**config.mk**
```make
export PLATFORM = sky130hd
export DESIGN_NAME = piso_serializer
export DESIGN_NICKNAME = d
export VERILOG_FILES = /design/src/rtl/piso_serializer.sv
export SDC_FILE = /design/constraint.sdc
export NUM_CORES = 1
export LEC_CHECK = 0
export CAP_MARGIN = 5
export CORE_AREA = 4 4 41 43
export DETAILED_ROUTE_END_ITERATION = 16
export DIE_AREA = 0 0 45 47
export PLACE_DENSITY_LB_ADDON = 0.05
export SYNTH_ARGS = -nofsm -noshare
export SYNTH_HDL_FRONTEND = slang
export SYNTH_SLANG_ARGS = --single-unit
```
**constraint.sdc**
```tcl
create_clock -name clk -period 1.7 [get_ports clk]
set_input_delay 0.51 -clock clk [delete_from_list [all_inputs] [get_ports clk]]
set_output_delay 0.51 -clock clk [all_outputs]
set_load 0.02 [all_outputs]
```
**src/rtl/piso_serializer.sv**
```systemverilog
// piso_serializer: parallel-in, serial-out transmitter.
// Takes a WIDTH-bit word over a valid/ready handshake and shifts it out
// MSB-first on dout, holding each bit for CLKS_PER_BIT enabled cycles.
// bit_strobe marks the final cycle of each bit so a left-shift SIPO
// receiver (enable=bit_strobe, din=dout) rebuilds the word after WIDTH
// strobes. A word offered during the last-bit strobe is taken with no gap.
module piso_serializer #(
  parameter int WIDTH        = 4,
  parameter int CLKS_PER_BIT = 1
) (
  input  logic             clk,
  input  logic             rst,
  input  logic             enable,
  input  logic             load_valid,
  input  logic [WIDTH-1:0] load_data,
  output logic             load_ready,
  output logic             dout,
  output logic             bit_strobe,
  output logic             busy,
  output logic             done
);

  // Reject parameter values that cannot form a frame.
  if (WIDTH < 2 || CLKS_PER_BIT < 1) begin : g_bad_params
    $error("piso_serializer: WIDTH must be >= 2 and CLKS_PER_BIT must be >= 1");
  end

  // Bit counter spans 0..WIDTH-1; divider spans 0..CLKS_PER_BIT-1.
  localparam int BCW = (WIDTH > 1) ? $clog2(WIDTH) : 1;
  localparam int DCW = (CLKS_PER_BIT > 1) ? $clog2(CLKS_PER_BIT) : 1;

  localparam logic [BCW-1:0] LAST_BIT = BCW'(WIDTH - 1);
  localparam logic [DCW-1:0] LAST_DIV = DCW'(CLKS_PER_BIT - 1);

  typedef enum logic {
    IDLE,
    SHIFT
  } state_t;

  state_t           state_q, state_d;
  logic [WIDTH-1:0] shift_q, shift_d;
  logic [BCW-1:0]   bit_q, bit_d;
  logic [DCW-1:0]   div_q, div_d;
  logic             last_bit;
  logic             accept;

  // The shift register is all zeros whenever the FSM is idle (cleared by
  // reset, fully shifted out at frame end), so its MSB doubles as dout.
  assign dout = shift_q[WIDTH-1];
  assign busy = (state_q == SHIFT);

  // Next-state, handshake and strobe decode.
  always_comb begin
    // NOTE: every output of this block gets a default first so no path
    // leaves a signal unassigned, which would otherwise infer a latch.
    state_d    = state_q;
    shift_d    = shift_q;
    bit_d      = bit_q;
    div_d      = div_q;
    bit_strobe = 1'b0;
    last_bit   = 1'b0;
    load_ready = 1'b0;
    accept     = 1'b0;

    case (state_q)
      IDLE: begin
        load_ready = ~rst;
        accept     = load_valid & load_ready & enable;
        if (accept) begin
          state_d = SHIFT;
          shift_d = load_data;
          bit_d   = '0;
          div_d   = '0;
        end
      end

      SHIFT: begin
        bit_strobe = enable && (div_q == LAST_DIV);
        last_bit   = bit_strobe && (bit_q == LAST_BIT);
        load_ready = last_bit;
        accept     = last_bit & load_valid;
        if (enable) begin
          if (!bit_strobe) begin
            div_d = div_q + 1'b1;
          end else if (accept) begin
            // Back-to-back frame: reload and keep shifting without a gap.
            shift_d = load_data;
            bit_d   = '0;
            div_d   = '0;
          end else begin
            shift_d = {shift_q[WIDTH-2:0], 1'b0};
            div_d   = '0;
            if (last_bit) begin
              bit_d   = '0;
              state_d = IDLE;
            end else begin
              bit_d = bit_q + 1'b1;
            end
          end
        end
      end

      default: state_d = IDLE;
    endcase
  end

  // State and datapath registers; reset aborts any partial frame.
  always_ff @(posedge clk or posedge rst) begin
    if (rst) begin
      state_q <= IDLE;
      shift_q <= '0;
      bit_q   <= '0;
      div_q   <= '0;
      done    <= 1'b0;
    end else begin
      // NOTE: sequential state uses non-blocking assignments so every
      // register samples the pre-edge value of its neighbours.
      state_q <= state_d;
      shift_q <= shift_d;
      bit_q   <= bit_d;
      div_q   <= div_d;
      done    <= last_bit;
    end
  end

endmodule

```
# Yosys cells after proc, flatten, opt, wreduce, memory -nomap -nowiden
# Cells that the tools add are included.
totals:
  out_inout_bits: 5
  register_bits: 9
  elab_cells: 45
op_classes:
  reduce_logical: 4
  eq_ne: 4
  n_addsub: 2
  muxes: 24
  n_bitwise: 6
op_table:
  columns: ["op", "n"]
  rows:
  - ["two-way mux 4 bit", 4]
  - ["two-way mux 1 bit", 10]
  - ["two-way mux 2 bit", 5]
  - ["one-hot mux 4 bit (2 select lines)", 1]
  - ["one-hot mux 1 bit (2 select lines)", 3]
  - ["!= test 2 bit (second input constant)", 2]
  - ["one-hot mux 2 bit (2 select lines)", 1]
  - ["AND 1 bit", 3]
  - ["NOT 1 bit", 3]
  - ["AND reduction 3 bit", 1]
  - ["adder 2 x 1 -> 2 bit (second input constant)", 1]
  - ["equality test 2 bit (second input constant)", 1]
  - ["logical AND 1 bit", 2]
  - ["!= test 2 x 1 -> 1 bit (second input constant)", 1]
  - ["AND reduction 2 bit", 1]
  - ["adder 1 bit (second input constant)", 1]

# Logic depth before layout (Yosys ltp)
# Gate-level depths: netlist of run 1.
logic_depth:
  depth_word: 8
  ltp_mapped: 4

# Least setup slack after synthesis of run 1
# Ideal clock, no wire load.
synth_path:
  path_type: "input to output"
  startpoint: "input enable"
  endpoint: "output load_ready"
  slack_ns: -0.018
  arrival_ns: 1.208
  n_path_buf: 1
  cell_stages: 4
  cell_sequence: "and3b_1 -> buf_6 -> and2_1 -> o21bai_1"
synth_between:
  elab_chain_len: 3
synth_rtl:
  columns: ["item", "line", "rtl"]
  rows:
  - ["from (decl)", "13", "input logic enable,"]
  - ["logical AND 1 bit", "78", "bit_strobe = enable && (div_q == LAST_DIV);"]
  - ["logical AND 1 bit", "79", "last_bit = bit_strobe && (bit_q == LAST_BIT);"]
  - ["one-hot mux 1 bit (2 select lines)", "65", "case (state_q)"]
  - ["to (decl)", "16", "output logic load_ready,"]
# Every way passes these cells.

# Worst setup path in the final report of run 1
layout_path:
  startpoint: "register div_q"
  endpoint: "output load_ready"
layout_between:
  elab_chain_len: 4
layout_rtl:
  columns: ["item", "line", "rtl"]
  rows:
  - ["from (decl)", "43", "logic [DCW-1:0] div_q, div_d;"]
  - ["from (signal assigned)", "121", "div_q <= div_d;"]
  - ["NOT 1 bit", "78", null]
  - ["logical AND 1 bit", "78", null]
  - ["logical AND 1 bit", "79", null]
  - ["one-hot mux 1 bit (2 select lines)", "65", null]
# Every way passes these cells.

==> flow_metrics.py, run 1 <==
metrics = {
    "synth": {
        "synth_area_um2": 473,
        "ys_ff_latch": 9,
        "synth.top_cells.by_area": "dfrtp_1 (48%), a21boi_0 (6.3%), o31a_1 (5.6%)",
        "syn_inst": 43,
        "yosys_warnings": 0,
        "yosysUniqueCellTypes": 21,
        "syn_area_per_cell_um2": 11.0,
        "yosysTopAreaCell": "dfrtp_1",
        "synth_top_area_share_pct": 47.6,
        "synth_seq_area_share_pct": 47.6,
        "syn_nets": 52,
    },
    "die": {
        "fp-row-count": 13,
        "core_mm2": 0.00130,
        "initial_utilization_pct": 36.3,
        "boundaryPins": 13,
        "die_x_um": 45,
        "die-area_mm2": 0.00212,
        "die_h_um": 47,
    },
    "clock_network": {
        "cts_sinks": 9,
        "cts_buffers": 3,
        "cts_tree": "done",
        "cts-root-buf": "clkbuf_4",
        "htree_levels": 1,
        "insertion_delay_ns": 0.26,
        "ctsLongestPathBuffers": 2,
        "clkTransAtPathRegs_ns": 0.06,
    },
    "finish": {
        "area_delta_synth_final_pct": 56.6,
        "final_cell_mix": "buf_4 (14), dfrtp_1 (9), clkdlybuf4s50_1 (5)",
        "final_cell_count_no_fill": 86,
        "post-route-util_pct": 56.9,
        "drive_above_1_share_pct": 35.2,
        "fin_nets": 81,
        "final_common_cell": "buf_4",
        "final_area_um2": 741,
        "diodes": 0,
    },
    "detailed_routing": {
        "vias_per_cell": 5.27,
        "wirelength_um": 1290,
        "drt_iter0_drc": 11,
        "drc_errors": 0,
        "routedWlPerCell_um": 15.0,
        "firstDrtPassIters": 4,
        "ant_nets": 0,
        "vias": 453,
    },
    "worst_setup_path": {
        "critPathTopFamily": "simple AND/OR/NAND/NOR gates",
        "critPathBufInv": 1,
        "crit_path_max_incr_delay_ns": 0.39,
        "slowest_stage": "dfrtp_1",
        "worstSetupStartpointType": "flip-flop",
        "cp.arrival_ns": 1.29,
        "crit_fanout": 4,
        "critPathKind": "flip-flop to primary output",
        "crit_chain": "and3b_1 > and2_4 > o21bai_4 > buf_6",
        "cp.required_ns": 1.19,
        "endpoint_kind": "primary output",
    },
    "global_route": {
        "grt_pass1_vias": 454,
        "antenna_found_initial": 0,
        "grt_overflow_total": 0,
        "grtUsageTotal_pct": 14.2,
        "grt_max_degree": 15,
        "grt_pass1_wl_um": 2080,
    },
    "timing": {
        "max_freq_ghz": 0.556,
        "relSlewSlack_pct": 82.1,
        "tightest_slew_ns": 0.268,
        "finalMaxSlewViolations": 0,
        "hold_slack_ns": 0.496,
        "hold_viol": 0,
        "setup_ws_ns": -0.0989,
        "fin_crit_ns": 1.80,
        "setup-violations-final": 1,
        "period_share_pct": 106,
        "finalClockSkew_ns": 0.00404,
        "rsz0062_at_grt": "true",
    },
    "placement": {
        "dpl.cell_count": 79,
        "port_buffers": 12,
        "dpl.hpwl_um": 881,
        "gp_congestion": 0.829,
        "placedInstanceArea_um2": 691,
    },
    "pwr": {
        "ir_worst_vdd_v": 0.000540,
        "leakage_nw": 0.385,
        "powerDensity_mw_per_mm2": 1020,
        "fin_total_pwr_w": 0.000758,
    },
    "run_status": {
        "status": "finished with violations",
        "violations": "setup timing",
    },
    "run": {
        "cap_violations": 0,
    },
    "hold_path": {
        "hold_class": "flip-flop to flip-flop",
    },
}
worst paths after layout:
check | start | to | slack, ns | depth (start not counted)
hold / removal | bit_q[1] | bit_q[1] | 0.50 | 1
max in group asynchronous | rst | bit_q[1] | 1.00 | 4
setup reg to reg | bit_q[0] | shift_q[1] | 0.11 | 6
hold reg to reg | bit_q[1] | bit_q[1] | 0.50 | 1
setup / recovery | div_q | load_ready | -0.1 | 4
min in group asynchronous | rst | shift_q[3] | 0.56 | 4
registers in the layout, summed over array words and instances, names as in the netlist:
name,count
bit_q,2
busy,1
div_q,1
done,1
shift_q,4
report_power, final:
part           internal (W)  switching, W  total [W]
combinational      0.000165      0.000130   0.000295
sequential         0.000269     0.0000268   0.000296
clock             0.0000906     0.0000765   0.000167
synthesized netlist by cell type:
master and count:
dfrtp_1 9, nor2_2 1, o31a_1 3, and3_1 4, and4bb_1 1, a21o_1 2, and3b_1 1, a21boi_0 4
a22o_1 2, o21bai_1 1, inv_1 1, nand3b_1 1, a21oi_1 2, and2_1 1, buf_6 1, clkbuf_1 1
nor2_1 2, ha_1 1, nand4b_1 1, a2bb2oi_1 1, or3_1 3
what timing repair did:
| action | in CTS | in global routing |
|---|---|---|
| cloned | 0 | 0 |
| pin swaps | 2 | 1 |
| setup endpoints to repair | 8 | 5 |
| gates resized for setup | 23 | 1 |
| buffers inserted | 2 | 3 |
| hold buffers | 0 | 0 |
stage by stage:
step	worst slack, ns	setup TNS, ns
final	-0.0989	-0.0989
after floorplan	0.0289	0
after global routing	-0.157	-0.248
after CTS	-0.101	-0.118
after global placement	-0.833	-3.19
after detailed placement	-0.852	-3.42
layout make-up:
type	count	area (um^2)
Multi-Input combinational cell	31	245
Inverter	1	3.75
Tap cell	15	18.8
Clock buffer	4	26.3
Timing Repair Buffer	26	221
Fill cell	128	561
Sequential cell	9	225
routing by layer:
layer  share of wire (%)  GRT usage [%]
met1                  41           17.4
met2                  53           21.8
met3                 5.1           4.98
met4                 1.3           8.19
met5                   0              0
cell families (layout without fill, tap and decap cells):
family,count (synthesis),in the layout,synth area share [%]
buffers and inverters,3,31,3.97
and+or+nand+nor,15,15,21.4
AOI/OAI and AO/OA,15,15,24.3
adders and majority gates,1,1,2.65
DFF,9,9,47.6
(Power assumes the default switching activity.)
==> inputs of run 2 (changes only) <==
--- a/config.mk
+++ b/config.mk
@@ -6,10 +6,13 @@
 export NUM_CORES = 1
 export LEC_CHECK = 0
 export CAP_MARGIN = 5
-export CORE_AREA = 4 4 41 43
+export CELL_PAD_IN_SITES_DETAIL_PLACEMENT = 1
+export CELL_PAD_IN_SITES_GLOBAL_PLACEMENT = 2
+export CORE_MARGIN = 4
+export CORE_UTILIZATION = 27
 export DETAILED_ROUTE_END_ITERATION = 16
-export DIE_AREA = 0 0 45 47
-export PLACE_DENSITY_LB_ADDON = 0.05
+export GPL_TIMING_DRIVEN = 0
+export PLACE_DENSITY_LB_ADDON = 0.1
 export SYNTH_ARGS = -nofsm -noshare
 export SYNTH_HDL_FRONTEND = slang
 export SYNTH_SLANG_ARGS = --single-unit
==> run 2 against run 1 <==
- clock skew decreased by 0.0020 ns
- first-iteration DRC count decreased by 64%
- the flow still finishes with violations (setup timing)
- sequential cell count unchanged
- combinational power decreased by 5%
- sequential share of layout area increased by 2.2 points
- worst hold slack about the same
- die area increased by 18%
- global-route usage decreased by 2.3 points
- count of clock-buffer cells in the layout unchanged
==> flow_metrics.py, run 2 (synthesis gave the netlist of run 1 again) <==
metrics = {
    "detailed_routing": {
        "routedWlPerCell_um": 16.3,
        "vias": 442,
        "drt_iter0_drc": 4,
        "drc_errors": 0,
        "wirelength_um": 1320,
        "ant_nets": 0,
        "vias_per_cell": 5.46,
        "firstDrtPassIters": 4,
    },
    "die": {
        "initial_utilization_pct": 30.0,
        "die-area_mm2": 0.00249,
        "boundaryPins": 13,
        "die_h_um": 49.9,
        "core_mm2": 0.00158,
        "die_x_um": 49.9,
        "fp-row-count": 14,
    },
    "global_route": {
        "grt_pass1_vias": 487,
        "grt_max_degree": 12,
        "antenna_found_initial": 0,
        "grt_pass1_wl_um": 2180,
        "grt_overflow_total": 0,
        "grtUsageTotal_pct": 11.9,
    },
    "hold_path": {
        "hold_class": "flip-flop to flip-flop",
    },
    "run_status": {
        "violations": "setup timing",
        "status": "finished with violations",
    },
    "worst_setup_path": {
        "cp.required_ns": 1.19,
        "critPathKind": "flip-flop to primary output",
        "crit_chain": "and3b_2 > and2_4 > o21bai_4 > buf_6",
        "crit_fanout": 3,
        "worstSetupStartpointType": "flip-flop",
        "crit_path_max_incr_delay_ns": 0.40,
        "endpoint_kind": "primary output",
        "cp.arrival_ns": 1.33,
        "slowest_stage": "dfrtp_1",
    },
    "finish": {
        "area_delta_synth_final_pct": 46.0,
        "drive_above_1_share_pct": 27.7,
        "fin_nets": 75,
        "final_cell_mix": "dfrtp_1 (9), buf_4 (7), clkdlybuf4s50_1 (6)",
        "multi_input_area_um2": 246,
        "largest_reg_flops": 4,
        "largest-register": "shift_q",
        "final_common_cell": "dfrtp_1",
        "top_regs": "shift_q (4), bit_q (2)",
        "post-route-util_pct": 43.8,
        "seq_area_um2": 225,
        "fillerInstances": 186,
        "diodes": 0,
    },
    "run": {
        "cap_violations": 0,
    },
    "pwr": {
        "ir_worst_vdd_v": 0.000537,
        "powerDensity_mw_per_mm2": 1080,
        "leakage_nw": 0.345,
    },
    "clock_network": {
        "ctsLongestPathBuffers": 2,
        "insertion_delay_ns": 0.26,
        "cts_tree": "done",
        "htree_levels": 1,
        "clkTransAtPathRegs_ns": 0.06,
        "cts_buffers": 3,
        "cts_sinks": 9,
        "ctsHoldBuffers": 0,
        "cts-root-buf": "clkbuf_4",
    },
    "timing": {
        "relSlewSlack_pct": 73.4,
        "tightest_slew_ns": 0.398,
        "finalMaxSlewViolations": 0,
        "finalClockSkew_ns": 0.00205,
        "setup-violations-final": 2,
        "setup_ws_ns": -0.139,
        "max_freq_ghz": 0.544,
        "fin_crit_ns": 1.84,
        "hold_viol": 0,
        "rsz0062_at_grt": "true",
        "hold_slack_ns": 0.496,
        "period_share_pct": 108,
    },
    "placement": {
        "dpl.hpwl_um": 887,
        "gp_congestion": 0.746,
        "port_buffers": 12,
    },
}
==> run 2: cell types whose count changed in the layout (fill, tap and decap cells not counted), sizes merged <==
cell	before	now
buf	17	10
dlymetal6s2s	1	0
clkdlybuf4s50	5	6
dlygate4sd2	3	4
==> run 2: area by class of cell <==
| type | count | area share (%) |
|---|---|---|
| multi-input cells | 31 | 35.7 |
| flip-flops and latches | 9 | 32.6 |
| repair buffers | 19 | 23.7 |
| clock buffers | 4 | 3.80 |
| well taps | 16 | 2.90 |
| plain buffers | 1 | 0.725 |
| inverters | 1 | 0.543 |
==> run 2: routing by layer <==
metal  part of all wire [%]  wire length, um  vias to the layer above  track usage (%)
li1                       -                -                      208                -
met2                     50              663                       16             18.7
met1                     42              548                      216             13.6
met3                    6.6               87                        2             5.72
met5                      0                0                        -                0
met4                    1.4               19                        0             5.53
==> run 2: final timing paths <==
check	from	end	slack [ns]	cells after the start
worst max-delay path	busy	load_ready	-0.14	4
worst min-delay path	bit_q[1]	bit_q[1]	0.50	1
worst max register to register	busy	shift_q[2]	0.25	5
worst min register to register	bit_q[1]	bit_q[1]	0.50	1
max in group asynchronous	rst	bit_q[1]	0.77	2
min in group asynchronous	rst	shift_q[2]	0.65	2
==> run 2: power breakdown <==
part | switching, W | internal, W
Clock | 0.0000760 | 0.0000905
Sequential | 0.0000268 | 0.000269
Combinational | 0.000129 | 0.000152
Total | 0.000232 | 0.000511
==> run 2: what timing repair did <==
action,4_1_cts,5_1_grt
setup endpoints to repair,8,5
resized for setup,15,5
pin swaps,1,5
cloned,0,0
buffers inserted,5,2
==> run 2: critical path: cells and delay by family (launching register included) <==
family          cells  cell delay (ns)
simple gates        2             0.37
compound gates      1             0.16
buf+inv             1             0.13
flops               1             0.40
==> run 2: through the flow <==
stage	TNS, ns	total power, W	area [um^2]	worst slack (ns)	cells
after CTS	-0.359	0.000738	682	-0.231	80
after detailed placement	-3.57	0.000554	624	-1.08	71
after global routing	-0.412	0.000800	691	-0.183	81
final	-0.212	0.000743	691	-0.139	81
after floorplan	0	0.000456	484	0.0289	43
after global placement	-3.11	0.000537	624	-1.05	71
==> inputs of run 3 (changes only) <==
--- a/config.mk
+++ b/config.mk
@@ -10,6 +10,7 @@
 export CELL_PAD_IN_SITES_GLOBAL_PLACEMENT = 2
 export CORE_MARGIN = 4
 export CORE_UTILIZATION = 27
+export CTS_CLUSTER_DIAMETER = 80
 export DETAILED_ROUTE_END_ITERATION = 16
 export GPL_TIMING_DRIVEN = 0
 export PLACE_DENSITY_LB_ADDON = 0.1
==> results of run 3 <==
Final layout, timing and power as in run 2 (identical DEF).
